--- config.mk ---
export PLATFORM = sky130hd
export DESIGN_NAME = note_sequencer
export DESIGN_NICKNAME = d
export VERILOG_FILES = /design/src/rtl/note_sequencer.sv
export SDC_FILE = /design/constraint.sdc
export NUM_CORES = 1
export LEC_CHECK = 0
export ABC_AREA = 1
export ABC_CLOCK_PERIOD_IN_PS = 3310
export CAP_MARGIN = 20
export CORE_MARGIN = 1
export CORE_UTILIZATION = 51
export DETAILED_ROUTE_END_ITERATION = 16
export PLACE_DENSITY = 0.74
export RECOVER_POWER = 100
export SLEW_MARGIN = 10
export SYNTH_ARGS = -nofsm -noshare
export SYNTH_HDL_FRONTEND = slang
export SYNTH_SLANG_ARGS = --single-unit
--- constraint.sdc ---
create_clock -name clk -period 3.31 [get_ports clk]
set_clock_uncertainty 0.2 [all_clocks]
set_input_delay 0.8275 -clock clk [delete_from_list [all_inputs] [get_ports clk]]
set_output_delay 0.8275 -clock clk [all_outputs]
set_load 0.05 [all_outputs]
--- src/rtl/note_sequencer.sv ---
// Melody playback sequencer feeding the 12-key octave synth.
// Optional octave transpose input: define SEQ_TRANSPOSE_EN.
module note_sequencer #(
    parameter int DEPTH     = 16,
    parameter int TICK_CLKS = 1000000,
    parameter int GAP_TICKS = 2
) (
    input  logic                     clk,
    input  logic                     resetn,
    input  logic                     wr_en,
    input  logic [$clog2(DEPTH)-1:0] wr_addr,
    input  logic [15:0]              wr_data,
    input  logic                     start,
    input  logic                     stop,
    input  logic                     loop_en,
`ifdef SEQ_TRANSPOSE_EN
    input  logic [2:0]               transpose,
`endif
    output logic [11:0]              piano_keys,
    output logic [2:0]               octave_num,
    output logic                     play_en,
    output logic                     busy,
    output logic                     done,
    output logic [$clog2(DEPTH)-1:0] cur_idx
);

    localparam int AW = $clog2(DEPTH);
    localparam int PW = (TICK_CLKS > 1) ? $clog2(TICK_CLKS) : 1;
    localparam logic [PW-1:0] PRESC_MAX = PW'(TICK_CLKS - 1);
    localparam logic [7:0]    GAP_LOAD  = 8'(GAP_TICKS);
    localparam logic [AW-1:0] LAST_IDX  = AW'(DEPTH - 1);
    localparam bit            HAS_GAP   = (GAP_TICKS > 0);

    typedef enum logic [2:0] {
        IDLE,
        FETCH,
        EVAL,
        PLAY,
        GAP,
        FIN
    } state_t;

    state_t        state;
    state_t        state_nx;
    state_t        adv_state;

    logic [15:0]   mem [DEPTH];
    logic [15:0]   rd_data;
    logic [AW-1:0] idx;
    logic [PW-1:0] presc;
    logic [7:0]    dur_cnt;
    logic [3:0]    note;
    logic [11:0]   key_dec;
    logic [2:0]    oct_calc;
    logic          tick_end;
    logic          last_tick;
    logic          halt;

    assign note      = rd_data[11:8];
    assign tick_end  = (presc == PRESC_MAX);
    assign last_tick = tick_end && (dur_cnt == 8'd1);
    assign halt      = stop && (state != IDLE);

    assign busy    = (state != IDLE);
    assign done    = (state == FIN);
    assign cur_idx = idx;

    // Note memory: host writes only while idle, registered read of idx
    always_ff @(posedge clk) begin
        if (wr_en && state == IDLE)
            mem[wr_addr] <= wr_data;
        rd_data <= mem[idx];
    end

    // One-hot key decode; rests and indices 12-15 are silent
    always_comb begin
        key_dec = '0;
        if (!rd_data[15] && note < 4'd12)
            key_dec = 12'd1 << note;
    end

`ifdef SEQ_TRANSPOSE_EN
    logic signed [4:0] oct_sum;

    // Transposed octave, clamped to the synth's 0..7 range
    always_comb begin
        oct_sum  = $signed({2'b00, rd_data[14:12]})
                 + $signed({{2{transpose[2]}}, transpose});
        oct_calc = oct_sum[2:0];
        if (oct_sum < 5'sd0)
            oct_calc = 3'd0;
        else if (oct_sum > 5'sd7)
            oct_calc = 3'd7;
    end
`else
    assign oct_calc = rd_data[14:12];
`endif

    // State register
    always_ff @(posedge clk or negedge resetn) begin
        if (!resetn)
            state <= IDLE;
        else
            state <= state_nx;
    end

    // Next-state logic; stop overrides everything outside IDLE
    always_comb begin
        state_nx  = state;
        adv_state = (idx != LAST_IDX || loop_en) ? FETCH : FIN;
        case (state)
            IDLE: begin
                if (start && !stop)
                    state_nx = FETCH;
            end
            FETCH: state_nx = EVAL;
            EVAL: begin
                if (rd_data[7:0] == 8'd0)
                    state_nx = FIN;
                else
                    state_nx = PLAY;
            end
            PLAY: begin
                if (last_tick)
                    state_nx = HAS_GAP ? GAP : adv_state;
            end
            GAP: begin
                if (last_tick)
                    state_nx = adv_state;
            end
            FIN:     state_nx = IDLE;
            default: state_nx = IDLE;
        endcase
        if (halt)
            state_nx = IDLE;
    end

    // Datapath: index, prescaler, tick counter and synth outputs
    always_ff @(posedge clk or negedge resetn) begin
        if (!resetn) begin
            idx        <= '0;
            presc      <= '0;
            dur_cnt    <= '0;
            piano_keys <= '0;
            octave_num <= '0;
            play_en    <= 1'b0;
        end else begin
            play_en <= (state_nx != IDLE);
            if (halt) begin
                idx        <= '0;
                presc      <= '0;
                dur_cnt    <= '0;
                piano_keys <= '0;
            end else begin
                case (state)
                    IDLE: begin
                        if (state_nx == FETCH) begin
                            idx   <= '0;
                            presc <= '0;
                        end
                    end
                    EVAL: begin
                        if (state_nx == PLAY) begin
                            piano_keys <= key_dec;
                            octave_num <= oct_calc;
                            dur_cnt    <= rd_data[7:0];
                            presc      <= '0;
                        end
                    end
                    PLAY, GAP: begin
                        if (tick_end) begin
                            presc   <= '0;
                            dur_cnt <= dur_cnt - 8'd1;
                        end else begin
                            presc <= presc + 1'b1;
                        end
                        if (last_tick) begin
                            piano_keys <= '0;
                            if (state_nx == GAP)
                                dur_cnt <= GAP_LOAD;
                            if (state_nx == FETCH)
                                idx <= idx + 1'b1;
                        end
                    end
                    FIN: piano_keys <= '0;
                    default: ;
                endcase
            end
        end
    end

endmodule

==> impl_results.md <==
- Worst R2R End: mem[11][11]$_DFFE_PP_
- Initial antenna violation count: 0
- Syn_nets: 1200
- Clock Path Buffers: 3
- Final setup violation count: 0
- Yosys cell types: 37
- Hold crit path type: primary input to async pin
- Most common cell in the synthesized netlist: edfxtp_1
- # diodes: 0
- Pwr dens: 702 nW/um2
- WS Path Type: primary input to flop
- RSZ-0062 raised after global routing: no
- Clk pwr share: 32.5%
- Pins over their slew limit: 0
- Syn Area/Cell: 11.4 um2
- Met2 GRT Util: 39.7%
- Reg2Reg Depth: 7
- Max-Cap Viols: 0
- Detailed Place HPWL: 20300 um
- Critical Path RT: 3.23 ns
- Sequential-to-total area share from yosys stat: 69.9%
- Run status: finished, final reports clean
- R2r setup slk: 0.38 ns
- First-pass GRT wire length: 50000 um
- Routed WL per cell: 20.1 um
- Primary FF master, synth: edfxtp_1
- Clk Latency, worst-skew pair: 0.52 ns
- Post-CTS setup buffer count: 0
- F_max: 325 MHz
- Synthesized flop and latch total: 323
- Num ports: 48
- Port Buffer Count: 47
- Starting Density: 52.3%
- Min Tclk post-route: 3.08 ns
- CTS tree: built
- DR iter-0 viols: 1056
- First-pass DRT Iterations: 5
- Clock Sinks: 323
- Sw frac: 32.2%
- Die width: 163 um
- Core ar.: 25400 um2
- Share of cells above drive strength 1: 7.15%
- Reg clk slew, reported paths: 0.06 ns
- CTS buffer count: 34
- DIE HEIGHT: 163 um
- CTS H-Tree Depth: 2
- Vias per cell: 5.82
- Arrival @ worst endpoint: 3.00 ns
- Post-layout util: 59.7%
- P_sw: 0.00343 W
- Leak Pwr: 5.58 nW
- Remaining Overflow, GRT: 0
- DRC viols: 0
- Top post-synthesis cells by count: edfxtp_1, nand2_1, nor2_1
- Sequential group share of total power: 45.3%
- GR peak layer: met2
- Antenna viol nets, final: 0
- Worst-case vdd ir drop: 0.451 mV
- Syn Std Cell Area: 13300 um2
- Worst Path Max Fanout: 11
- Total negative setup slack: 0 ns
- Met1 usage: 34.5%
- Async S/R FF share, synth: 15.8%
- Ratio of final minimum period to clock period: 93.1%
- Critical Path Source Type: primary input
- Post-synth EDFFs: 256
- Total number of vias: 9320
- Ranking of synthesized cells by area: edfxtp_1, dfrtp_1, nand2_1
- Yosys warning count: 0
- Final WL: 32200 um
- Largest net degree at the start of global routing: 91
- Reg2reg start: state[1]$_DFF_PN0_
- GPL Wtd Cong: 0.853
- Row count: 58
- Setup crit end kind: flop
- Final hold vios: 0
- Layout net count: 1278
- Die area: 26700 um2
- Synth top area share: 57.8%
- Cell taking the most area after synthesis: edfxtp_1
- CTS Root Cell: clkbuf_16
- Gr usage total: 24.8%
- Number of global-route vias before repair: 9033
- Syn-to-layout area delta: 14.2%
- Post-Synthesis Cells: 1170
- Grt met3 use: 4.60%
- Cell Int Power: 0.00722 W
- Tightest Pin Transition: 1.07 ns
- Max-slew headroom: 28.6%
- Combinational Power Share: 22.2%
kinds of logic after synthesis:
kind of cell / share of synthesized area, %
multiplexers: 0.254
AND/OR/NAND/NOR: 13.6
buffers and inverters: 3.55
adder cells (fa/ha/maj): 0.377
XOR/XNOR: 0.791
flip-flops: 69.9
AO/OA/AOI/OAI: 11.5
critical path, cell delays in order:
cell and delay (ns):
dlygate4sd3_1 0.53, inv_1 0.04, nor2_1 0.10, clkbuf_1 0.34, nand3_1 0.24, nor2_1 0.23
clkbuf_1 0.69
worst max path at each step:
stage                                  to  cells after the start  slack [ns]            startpoint
4_1_cts                              done                      2        0.01    state[1]$_DFF_PN0_
6_report            mem[11][11]$_DFFE_PP_                      7        0.23                 wr_en
3_3_place_gp    piano_keys[8]$_DFFE_PN0P_                      7        0.37                  stop
5_1_grt              presc[4]$_DFFE_PN0P_                     16        0.13  presc[0]$_DFFE_PN0P_
3_5_place_dp   piano_keys[10]$_DFFE_PN0P_                      7        0.22                  stop
2_1_floorplan        mem[10][0]$_DFFE_PP_                      5        0.64    state[1]$_DFF_PN0_
layout by cell type, fill, tap and decap left out, types with 5 or more instances in the layout:
| cell type | instances |
|---|---|
| inv_2 | 6 |
| nor3_1 | 14 |
| o221ai_1 | 33 |
| clkinv_2 | 7 |
| o22ai_1 | 32 |
| clkinv_1 | 6 |
| dlygate4sd3_1 | 37 |
| xor2_1 | 10 |
| nand3_1 | 40 |
| clkbuf_1 | 44 |
| edfxtp_1 | 256 |
| clkdlybuf4s50_1 | 7 |
| nand4_1 | 7 |
| dfxtp_1 | 16 |
| clkbuf_16 | 34 |
| a21oi_1 | 68 |
| o21ai_0 | 135 |
| or2_2 | 5 |
| dfrtp_1 | 50 |
| inv_1 | 55 |
| buf_4 | 15 |
| nand2_1 | 208 |
| nand2_2 | 5 |
| nor2_1 | 153 |
routing by layer:
metal / routed length, um / up-vias
li1: - / 4306
met1: 13400 / 4495
met2: 15300 / 463
met3: 2870 / 56
met4: 662 / 0
met5: 0 / -
area by class of cell:
cell class	instances	area, um2
Fill cell	2091	10200
Tap cell	330	413
Sequential cell	323	9290
Clock inverter	17	123
Timing Repair Buffer	98	719
Clock buffer	43	885
Inverter	62	233
Multi-Input combinational cell	729	3510
what timing repair did:
action,CTS,global route
hold buffers,0,0
resized for setup,0,1
setup endpoints to repair,0,1
power groups by stage:
| stage | Clock (W) | Combinational (W) | Sequential (W) |
|---|---|---|---|
| 2_1_floorplan | 0 | 0.00153 | 0.00504 |
| 3_3_place_gp | 0 | 0.00234 | 0.00491 |
| 3_5_place_dp | 0 | 0.00240 | 0.00491 |
| 4_1_cts | 0.00350 | 0.00241 | 0.00483 |
| 5_1_grt | 0.00366 | 0.00261 | 0.00486 |
| 6_report | 0.00346 | 0.00236 | 0.00483 |
flip-flops by register name, indices dropped and copies added (netlist names):
name / cells
cur_idx: 4
dur_cnt: 8
mem: 256
octave_num: 3
piano_keys: 12
play_en: 1
presc: 20
rd_data: 16
state: 3
through the flow:
step                total power [W]  cell area, um2  worst slack [ns]  hold WS, ns  std cells
finish                       0.0107           15200             0.228        0.260       1602
global route                 0.0111           15200             0.128        0.290       1602
CTS                          0.0107           15400            0.0133       0.0535       1602
detailed placement          0.00731           14400             0.220        0.248       1542
global placement            0.00725           14400             0.373        0.246       1542
floorplan                   0.00657           13300             0.639        0.240       1170
No activity file was read; power rests on OpenSTA's default activity.
